===== config.mk =====
export PLATFORM = sky130hd
export DESIGN_NAME = switch_bounce_emulator
export DESIGN_NICKNAME = d
export VERILOG_FILES = /design/src/rtl/switch_bounce_emulator.sv
export SDC_FILE = /design/constraint.sdc
export NUM_CORES = 1
export LEC_CHECK = 0
export CAP_MARGIN = 20
export CELL_PAD_IN_SITES_DETAIL_PLACEMENT = 1
export CELL_PAD_IN_SITES_GLOBAL_PLACEMENT = 1
export CORE_ASPECT_RATIO = 0.8
export CORE_MARGIN = 2
export CORE_UTILIZATION = 51
export CTS_CLUSTER_SIZE = 30
export DETAILED_ROUTE_END_ITERATION = 10
export GPL_TIMING_DRIVEN = 0
export PLACE_DENSITY_LB_ADDON = 0.1
export SLEW_MARGIN = 20
export SYNTH_ARGS = -nofsm -noshare
export SYNTH_HDL_FRONTEND = slang
export SYNTH_SLANG_ARGS = --single-unit

===== constraint.sdc =====
create_clock -name clk -period 5.8 [get_ports clk]
set_input_delay 0.87 -clock clk [delete_from_list [all_inputs] [get_ports clk]]
set_output_delay 0.87 -clock clk [all_outputs]
set_load 0.01 [all_outputs]

===== src/rtl/switch_bounce_emulator.sv =====
// Bounce waveform generator: on each change of the clean command level it emits a burst of
// glitch toggles, with optional LFSR jitter on the spacing, and then settles at the new level.
module switch_bounce_emulator #(
    parameter int unsigned BOUNCE_INTERVAL = 100000,
    parameter int unsigned BOUNCE_PAIRS    = 7,
    parameter logic [15:0] JITTER_MASK     = 16'h0000,
    parameter logic [15:0] LFSR_SEED       = 16'hACE1,
    parameter logic        RESET_LEVEL     = 1'b1
) (
    input  logic clk,
    input  logic rst,
    input  logic cmd_in,
    input  logic bypass,
    output logic bounce_out,
    output logic busy,
    output logic done
);

    // state  | meaning
    // IDLE   | output settled at target, waiting for a command change
    // BOUNCE | burst in progress, toggling every interval until toggles_left hits 0
    typedef enum logic {IDLE, BOUNCE} state_t;

    localparam logic [31:0] TOGGLES_INIT = 32'(2 * BOUNCE_PAIRS);

    state_t      state, state_nxt;
    logic        target, target_nxt;
    logic        bounce_nxt, busy_nxt, done_nxt;
    logic [15:0] lfsr;
    logic        lfsr_fb;
    logic [31:0] interval_cnt, interval_nxt, interval_i;
    logic [31:0] toggles_left, toggles_nxt;

    assign lfsr_fb    = lfsr[15] ^ lfsr[13] ^ lfsr[12] ^ lfsr[10];
    assign interval_i = 32'(BOUNCE_INTERVAL) + {16'h0000, lfsr & JITTER_MASK};

    always_ff @(posedge clk) begin
        if (rst) begin
            state        <= IDLE;
            target       <= RESET_LEVEL;
            bounce_out   <= RESET_LEVEL;
            busy         <= 1'b0;
            done         <= 1'b0;
            lfsr         <= LFSR_SEED;
            interval_cnt <= '0;
            toggles_left <= '0;
        end else begin
            state        <= state_nxt;
            target       <= target_nxt;
            bounce_out   <= bounce_nxt;
            busy         <= busy_nxt;
            done         <= done_nxt;
            lfsr         <= {lfsr[14:0], lfsr_fb};
            interval_cnt <= interval_nxt;
            toggles_left <= toggles_nxt;
        end
    end

    always_comb begin
        state_nxt    = state;
        target_nxt   = target;
        bounce_nxt   = bounce_out;
        busy_nxt     = busy;
        done_nxt     = 1'b0;
        interval_nxt = interval_cnt;
        toggles_nxt  = toggles_left;

        if (bypass) begin
            state_nxt    = IDLE;
            busy_nxt     = 1'b0;
            interval_nxt = '0;
            toggles_nxt  = '0;
            bounce_nxt   = cmd_in;
            target_nxt   = cmd_in;
        end else if (cmd_in != target) begin
            // A new command level starts (or restarts) a burst from either state.
            target_nxt = cmd_in;
            bounce_nxt = cmd_in;
            if (BOUNCE_PAIRS == 0) begin
                state_nxt    = IDLE;
                busy_nxt     = 1'b0;
                done_nxt     = 1'b1;
                interval_nxt = '0;
                toggles_nxt  = '0;
            end else begin
                state_nxt    = BOUNCE;
                busy_nxt     = 1'b1;
                interval_nxt = interval_i;
                toggles_nxt  = TOGGLES_INIT;
            end
        end else if (state == BOUNCE) begin
            // Terminal count at 1 puts each toggle exactly I cycles after the last edge.
            if (interval_cnt == 32'd1) begin
                bounce_nxt  = ~bounce_out;
                toggles_nxt = toggles_left - 32'd1;
                if (toggles_left == 32'd1) begin
                    state_nxt    = IDLE;
                    busy_nxt     = 1'b0;
                    done_nxt     = 1'b1;
                    interval_nxt = '0;
                end else begin
                    interval_nxt = interval_i;
                end
            end else begin
                interval_nxt = interval_cnt - 32'd1;
            end
        end
    end

endmodule


==> results.json, run 1 <==
{
  "grt_pass1_wl_um": 16800,
  "post_drt_wl_per_cell_um": 19.2,
  "finalInstanceArea_sq_um": 3920,
  "skew_ns": 0.0101,
  "worst-path-max-fanout": 10,
  "ys_types": 47,
  "dp_slack_ns": 2.47,
  "cp.arrival_ns": 3.30,
  "hold_viol": 0,
  "dieArea_sq_um": 7600,
  "wl_met3_um": 408,
  "vdd_drop_max_mv": 0.141,
  "ys_warn_count": 0,
  "syn_area_sq_um": 3530,
  "slew_viol_final": 0,
  "rsz0062_at_grt": "no",
  "drive_gt1_frac": 0.0922,
  "grtUsageTotal": 0.276,
  "reg2regPathDepth": 8,
  "ys_seq_area_frac": 0.392,
  "vias": 3286,
  "multi_input_area_sq_um": 2020,
  "ios": 7,
  "worst_ep_required_time_ns": 6.03,
  "setup-tns-final_ns": 0,
  "insertion_delay_ns": 0.36,
  "crit_path_frequent_cell": "clkbuf_1",
  "routed_via_density": 6.31,
  "synthesis.nets": 420,
  "synthToLayoutAreaGrowth_pct": 11.2,
  "dp_hpwl_um": 7030,
  "antenna_found_initial": 0,
  "clock.fmax_mhz": 326,
  "drtIter0Drc": 144,
  "route.detailed.drc": 0,
  "critPathKind": "reg2reg",
  "place_area_sq_um": 3700,
  "path_cells": "ha_1 -> nor4b_1 -> and4_1 -> nand4_2 -> clkbuf_1 -> nand2_1 -> clkbuf_1 -> nor2_1",
  "cap_violations": 0,
  "setup_viol": 0,
  "first_global_vias": 3374,
  "cts_num_sinks": 69,
  "drt-pass1-iter-count": 4,
  "fin_crit_sh": 0.529,
  "start_util": 0.519,
  "final-seq-area_sq_um": 1380,
  "cts_made_buffers": 9,
  "wl_met2_um": 4490,
  "num_rows": 27,
  "top_layer_used": "met4",
  "crit_family": "simple AND/OR/NAND/NOR gates",
  "nNetsFinal": 437,
  "holdPathStages": 2,
  "die_h_um": 78.4,
  "gp_congestion": 0.851,
  "layout_setup_ws_ns": 2.73,
  "antenna_cells": 0,
  "ant_nets": 0,
  "post_cts_buffers": 0,
  "fin_cells": 521,
  "hp-class": "reg2reg",
  "crit_path_end_kind": "register",
  "path_buf_inv": 2,
  "clockBufferDepth": 2,
  "cts_resized": 0,
  "clk_pin_slew_ns": 0.08,
  "avgSynthCellArea_sq_um": 8.56,
  "routed_wirelength_um": 10000,
  "cts_tree": "done",
  "root_buffer": "clkbuf_8",
  "coreArea_sq_um": 6790,
  "tightest_slew_ns": 0.945,
  "relSlewSlack": 0.364,
  "holdBufCountCts": 0,
  "grt.overflow.total": 0,
  "crit_path_max_incr_delay_ns": 0.55,
  "fin_total_pwr_w": 0.00108,
  "die_w_um": 97.0,
  "status": "completed",
  "drt-met1-wl_um": 5010,
  "htreeDepth": 3,
  "fin_crit_ns": 3.07,
  "ys_seq_elements": 69,
  "path_depth": 8,
  "port-buffer-count": 6,
  "power_density_nw_per_um2": 277,
  "dp.cells": 505,
  "syn_inst": 412,
  "grt_max_degree": 13,
  "crit_path_start_kind": "register",
  "cpMaxStageDelayCell": "nor4b_1",
  "p_leak_nw": 1.43,
  "fillCellCount": 810
}
synthesized netlist by cell type (all sizes together):
cell,number,area share
a211oi,2,0.0043
a21oi,34,0.048
a31o,4,0.0099
a31oi,2,0.0035
a41o,1,0.0028
and2,1,0.0018
and3,5,0.0089
and4,2,0.0050
buf,1,0.0014
clkbuf,15,0.022
dfxtp,69,0.39
dlygate4sd1,2,0.0050
ha,4,0.014
inv,8,0.0085
mux2i,5,0.014
nand2,22,0.024
nand2b,1,0.0018
nand3,6,0.0085
nand3b,1,0.0021
nand4,8,0.016
nand4b,4,0.0099
nor2,49,0.052
nor2b,2,0.0035
nor3,15,0.021
nor3b,2,0.0043
nor4,28,0.053
nor4b,2,0.0050
nor4bb,1,0.0028
o21a,1,0.0021
o21ai,7,0.0099
o31ai,19,0.040
o41ai,4,0.0099
or2,3,0.0053
or3,19,0.035
or4,27,0.061
or4b,1,0.0028
xnor2,25,0.062
xor2,10,0.025
area by class of cell:
class                           count  area share
Timing Repair Buffer                6      0.0153
Multi-Input combinational cell    317       0.514
Clock buffer                       11      0.0361
Tap cell                           87      0.0278
Sequential cell                    69       0.352
Clock inverter                      5      0.0214
Inverter                            8     0.00766
Buffer                             18      0.0255
where the power goes:
group,total [W],switching (W),internal [W]
clock network,0.000448,0.000193,0.000255
registers,0.000495,0.0000117,0.000483
logic,0.000142,0.0000925,0.0000496
path summary, 6_finish.rpt:
path	startpoint	to	slack (ns)
hold / removal	toggles_left[13]	toggles_left[13]	0.48
setup reg to reg	interval_cnt[0]	interval_cnt[8]	2.73
hold reg to reg	toggles_left[13]	toggles_left[13]	0.48
setup / recovery	interval_cnt[0]	interval_cnt[8]	2.73
placed cells by master (no fill, tap or decap), types with 3 or more instances in the layout:
master | synthesis | routed
a21oi_1 | 34 | 34
nor2_1 | 49 | 49
or4_4 | 3 | 3
nand2_1 | 21 | 21
or3_2 | 5 | 5
ha_1 | 4 | 4
o31ai_1 | 19 | 19
or3_1 | 14 | 14
inv_1 | 8 | 8
nor4_1 | 26 | 26
a31o_2 | 4 | 4
o41ai_1 | 4 | 4
nand3_1 | 6 | 6
mux2i_1 | 5 | 5
xnor2_1 | 25 | 25
xor2_1 | 10 | 10
or2_2 | 3 | 3
and3_1 | 5 | 5
nor3_1 | 15 | 15
nand4b_1 | 4 | 4
clkbuf_8 | 2 | 12
clkbuf_1 | 12 | 13
dfxtp_1 | 69 | 69
or4_1 | 23 | 23
clkdlybuf4s50_1 | 0 | 6
nand4_1 | 7 | 7
o21ai_0 | 6 | 6
state kept, by name, indices dropped and copies added, names as in the netlist:
register	cells
interval_cnt	32
toggles_left	32
busy	1
done	1
state	1
bounce_out	1
target	1
metal layers:
metal,up-vias,GRT usage
met5,-,0
met4,0,0.0690
met3,10,0.0579
met2,56,0.433
met1,1635,0.390
li1,1585,-
stage by stage:
step,hold WS (ns),utilization
2_1_floorplan,0.438,-
3_3_place_gp,0.453,0.544
3_5_place_dp,0.471,0.544
4_1_cts,0.480,0.577
5_1_grt,0.512,0.577
6_report,0.478,0.577
worst reg2reg max path, delay by kind of cell, from the launching register on:
family,cells,cell delay [ns]
simple gates,5,1.53
buf+inv,2,0.77
flops,1,0.47
fa+ha+maj,1,0.19
cells by family after synthesis:
family                     share of synthesized area
AOI/OAI and AO/OA                              0.131
xor gates and xnor gates                      0.0869
adders and majority gates                     0.0142
buffers and inverters                         0.0369
DFF                                            0.392
muxes                                         0.0142
and+or+nand+nor                                0.325
Power figures use the tool's default switching activity.
==> run 2, diff against run 1 <==
--- a/config.mk
+++ b/config.mk
@@ -10,7 +10,7 @@
 export CELL_PAD_IN_SITES_GLOBAL_PLACEMENT = 1
 export CORE_ASPECT_RATIO = 0.8
 export CORE_MARGIN = 2
-export CORE_UTILIZATION = 51
+export CORE_UTILIZATION = 43
 export CTS_CLUSTER_SIZE = 30
 export DETAILED_ROUTE_END_ITERATION = 10
 export GPL_TIMING_DRIVEN = 0
==> constraint.sdc (replaced) <==
create_clock -name clk -period 2.5 [get_ports clk]
set_input_delay 0.375 -clock clk [delete_from_list [all_inputs] [get_ports clk]]
set_output_delay 0.375 -clock clk [all_outputs]
set_load 0.01 [all_outputs]
==> results.json, run 2 (synthesized netlist as in run 1, its figures left out) <==
{
  "status": "finished with violations",
  "violations": "setup timing",
  "critPathKind": "reg2reg",
  "drtIter0Drc": 153,
  "grt_pass1_wl_um": 17200,
  "grt.overflow.total": 0,
  "fin_crit_ns": 2.52,
  "worst_ep_required_time_ns": 2.78,
  "coreArea_sq_um": 7950,
  "most-common-layout-cells": "dfxtp_1 (67), nor2_1 (49), a21oi_1 (32), xnor2_1 (25), nor4_1 (22)",
  "num_rows": 29,
  "gp_congestion": 0.811,
  "drive_gt1_frac": 0.166,
  "routed_via_density": 6.07,
  "power_density_nw_per_um2": 588,
  "clk_pin_slew_ns": 0.07,
  "clock.fmax_mhz": 396,
  "hp-class": "reg2reg",
  "synthToLayoutAreaGrowth_pct": 17.7,
  "path_cells": "or4_4 -> or4_4 -> or4_4 -> or4_4 -> a21oi_2",
  "multi_input_area_sq_um": 2170,
  "combPwrFrac": 0.144,
  "p_clk_frac": 0.384,
  "layout_setup_ws_ns": -0.0224,
  "slew_viol_final": 0,
  "internal_power_w": 0.00179,
  "port-buffer-count": 6,
  "root_buffer": "clkbuf_8",
  "fin_crit_sh": 1.01,
  "relSlewSlack": 0.379,
  "clockBufferDepth": 2,
  "dieArea_sq_um": 8950,
  "rsz0062_at_grt": "yes",
  "start_util": 0.444,
  "dp_hpwl_um": 7030,
  "post_drt_wl_per_cell_um": 18.9,
  "htreeDepth": 3,
  "insertion_delay_ns": 0.35,
  "hp-start": "toggles_left[29]",
  "p_leak_nw": 1.51,
  "fin_cells": 548,
  "fillCellCount": 934,
  "fin_hold_ws_ns": 0.487,
  "first_global_vias": 3319,
  "crit_path_start_kind": "register",
  "die_h_um": 85.0,
  "p_sw_w": 0.000656,
  "dp.cells": 526,
  "holdBufCountCts": 0,
  "antenna_found_initial": 0,
  "vdd_drop_max_mv": 0.292,
  "final_common_cell": "dfxtp_1",
  "reg2regPathDepth": 5,
  "dp_slack_ns": -0.547,
  "antenna_cells": 0,
  "fin_total_pwr_w": 0.00244,
  "skew_ns": 0.0141,
  "crit_path_frequent_cell": "or4_4",
  "grt_max_degree": 11,
  "hold_viol": 0,
  "routed_wirelength_um": 10400,
  "holdPathStages": 2,
  "die_w_um": 105,
  "worst-path-max-fanout": 5,
  "reg_top3": "interval_cnt (32), toggles_left (32)",
  "nNetsFinal": 445,
  "r2r_end": "toggles_left[27]",
  "worstReg2RegStart": "toggles_left[11]",
  "vias": 3325,
  "crit_path_max_incr_delay_ns": 0.54,
  "final-seq-area_sq_um": 1380,
  "cp.arrival_ns": 2.80,
  "route.detailed.drc": 0,
  "crit_path_end_kind": "register",
  "place_area_sq_um": 3730,
  "p_sw_frac": 0.269,
  "r2r_slack_ns": -0.02,
  "ant_nets": 0,
  "drt-pass1-iter-count": 4,
  "grtUsageTotal": 0.243,
  "cpMaxStageDelayCell": "or4_4",
  "setup_viol": 1,
  "p_seq_frac": 0.472,
  "cts_made_buffers": 9,
  "cap_violations": 0,
  "cts_tree": "done",
  "cts_num_sinks": 69,
  "tightest_slew_ns": 0.924,
  "ios": 7,
  "holdPathEnd": "toggles_left[29]",
  "finalInstanceArea_sq_um": 4150
}
-- run 2: changes by cell type in the layout (fill, tap and decap cells not counted), moves of 3 or more --
cell and delta:
or4_4 +3, o31ai_1 -3, o31ai_2 +3, or4_1 -3, clkbuf_1 -6, nor4_1 -4, buf_4 +12, nor4_4 +3
-- run 2: critical path: cells and delay by family, from the launching register on --
kind            cells  cell delay [ns]
flops               1             0.35
compound gates      1             0.12
simple gates        4             1.98
-- run 2: layer usage --
metal  vias up  wire [um]  track usage
li1       1592          -            -
met1      1674       5350        0.348
met2        49       4560        0.368
met3        10        359       0.0553
met4         0         99       0.0667
met5         -          0            0
-- run 2: cell type report --
type / count / area share
plain buffers: 16 / 0.0247
clock buffers: 13 / 0.0407
clock inverters: 1 / 0.00723
inverters: 8 / 0.00723
multi-input cells: 317 / 0.522
flip-flops and latches: 69 / 0.333
well taps: 108 / 0.0325
repair buffers: 16 / 0.0325
-- run 2: repair_timing --
item,4_1_cts,5_1_grt
pin swaps,4,2
setup buffers,5,5
endpoints found under the setup margin,67,45
gates resized for setup,23,20
-- run 2: metrics by stage --
stage,utilization,setup TNS (ns)
after floorplan,-,0
after global placement,0.470,-15.63
after detailed placement,0.470,-19.44
after CTS,0.510,-0.000554
after global routing,0.523,-0.218
final,0.523,-0.0224
-- run 2: how the worst max path moves through the flow --
| stage | startpoint | end | slack (ns) |
|---|---|---|---|
| after CTS | toggles_left[12] | toggles_left[23] | -0.0006 |
| after floorplan | toggles_left[13] | toggles_left[27] | 0.004 |
| after global routing | toggles_left[12] | toggles_left[19] | -0.08 |
| after detailed placement | interval_cnt[0] | interval_cnt[3] | -0.55 |
| after global placement | interval_cnt[0] | interval_cnt[26] | -0.46 |
| final | toggles_left[11] | toggles_left[27] | -0.02 |
-- run 2: power by group through the flow --
stage                     sequential (W)  clock [W]  combinational, W
after floorplan                  0.00117          0          0.000233
after global placement           0.00117          0          0.000315
after detailed placement         0.00117          0          0.000322
after CTS                        0.00115   0.000956          0.000336
after global routing             0.00115    0.00101          0.000389
final                            0.00115   0.000938          0.000353
==> run 3, diff against run 2 <==
--- a/config.mk
+++ b/config.mk
@@ -15,6 +15,7 @@
 export DETAILED_ROUTE_END_ITERATION = 10
 export GPL_TIMING_DRIVEN = 0
 export PLACE_DENSITY_LB_ADDON = 0.1
+export RECOVER_POWER = 50
 export SLEW_MARGIN = 20
 export SYNTH_ARGS = -nofsm -noshare
 export SYNTH_HDL_FRONTEND = slang
==> results of run 3 <==
The final DEF is identical to that of run 2; final timing and power are the same.
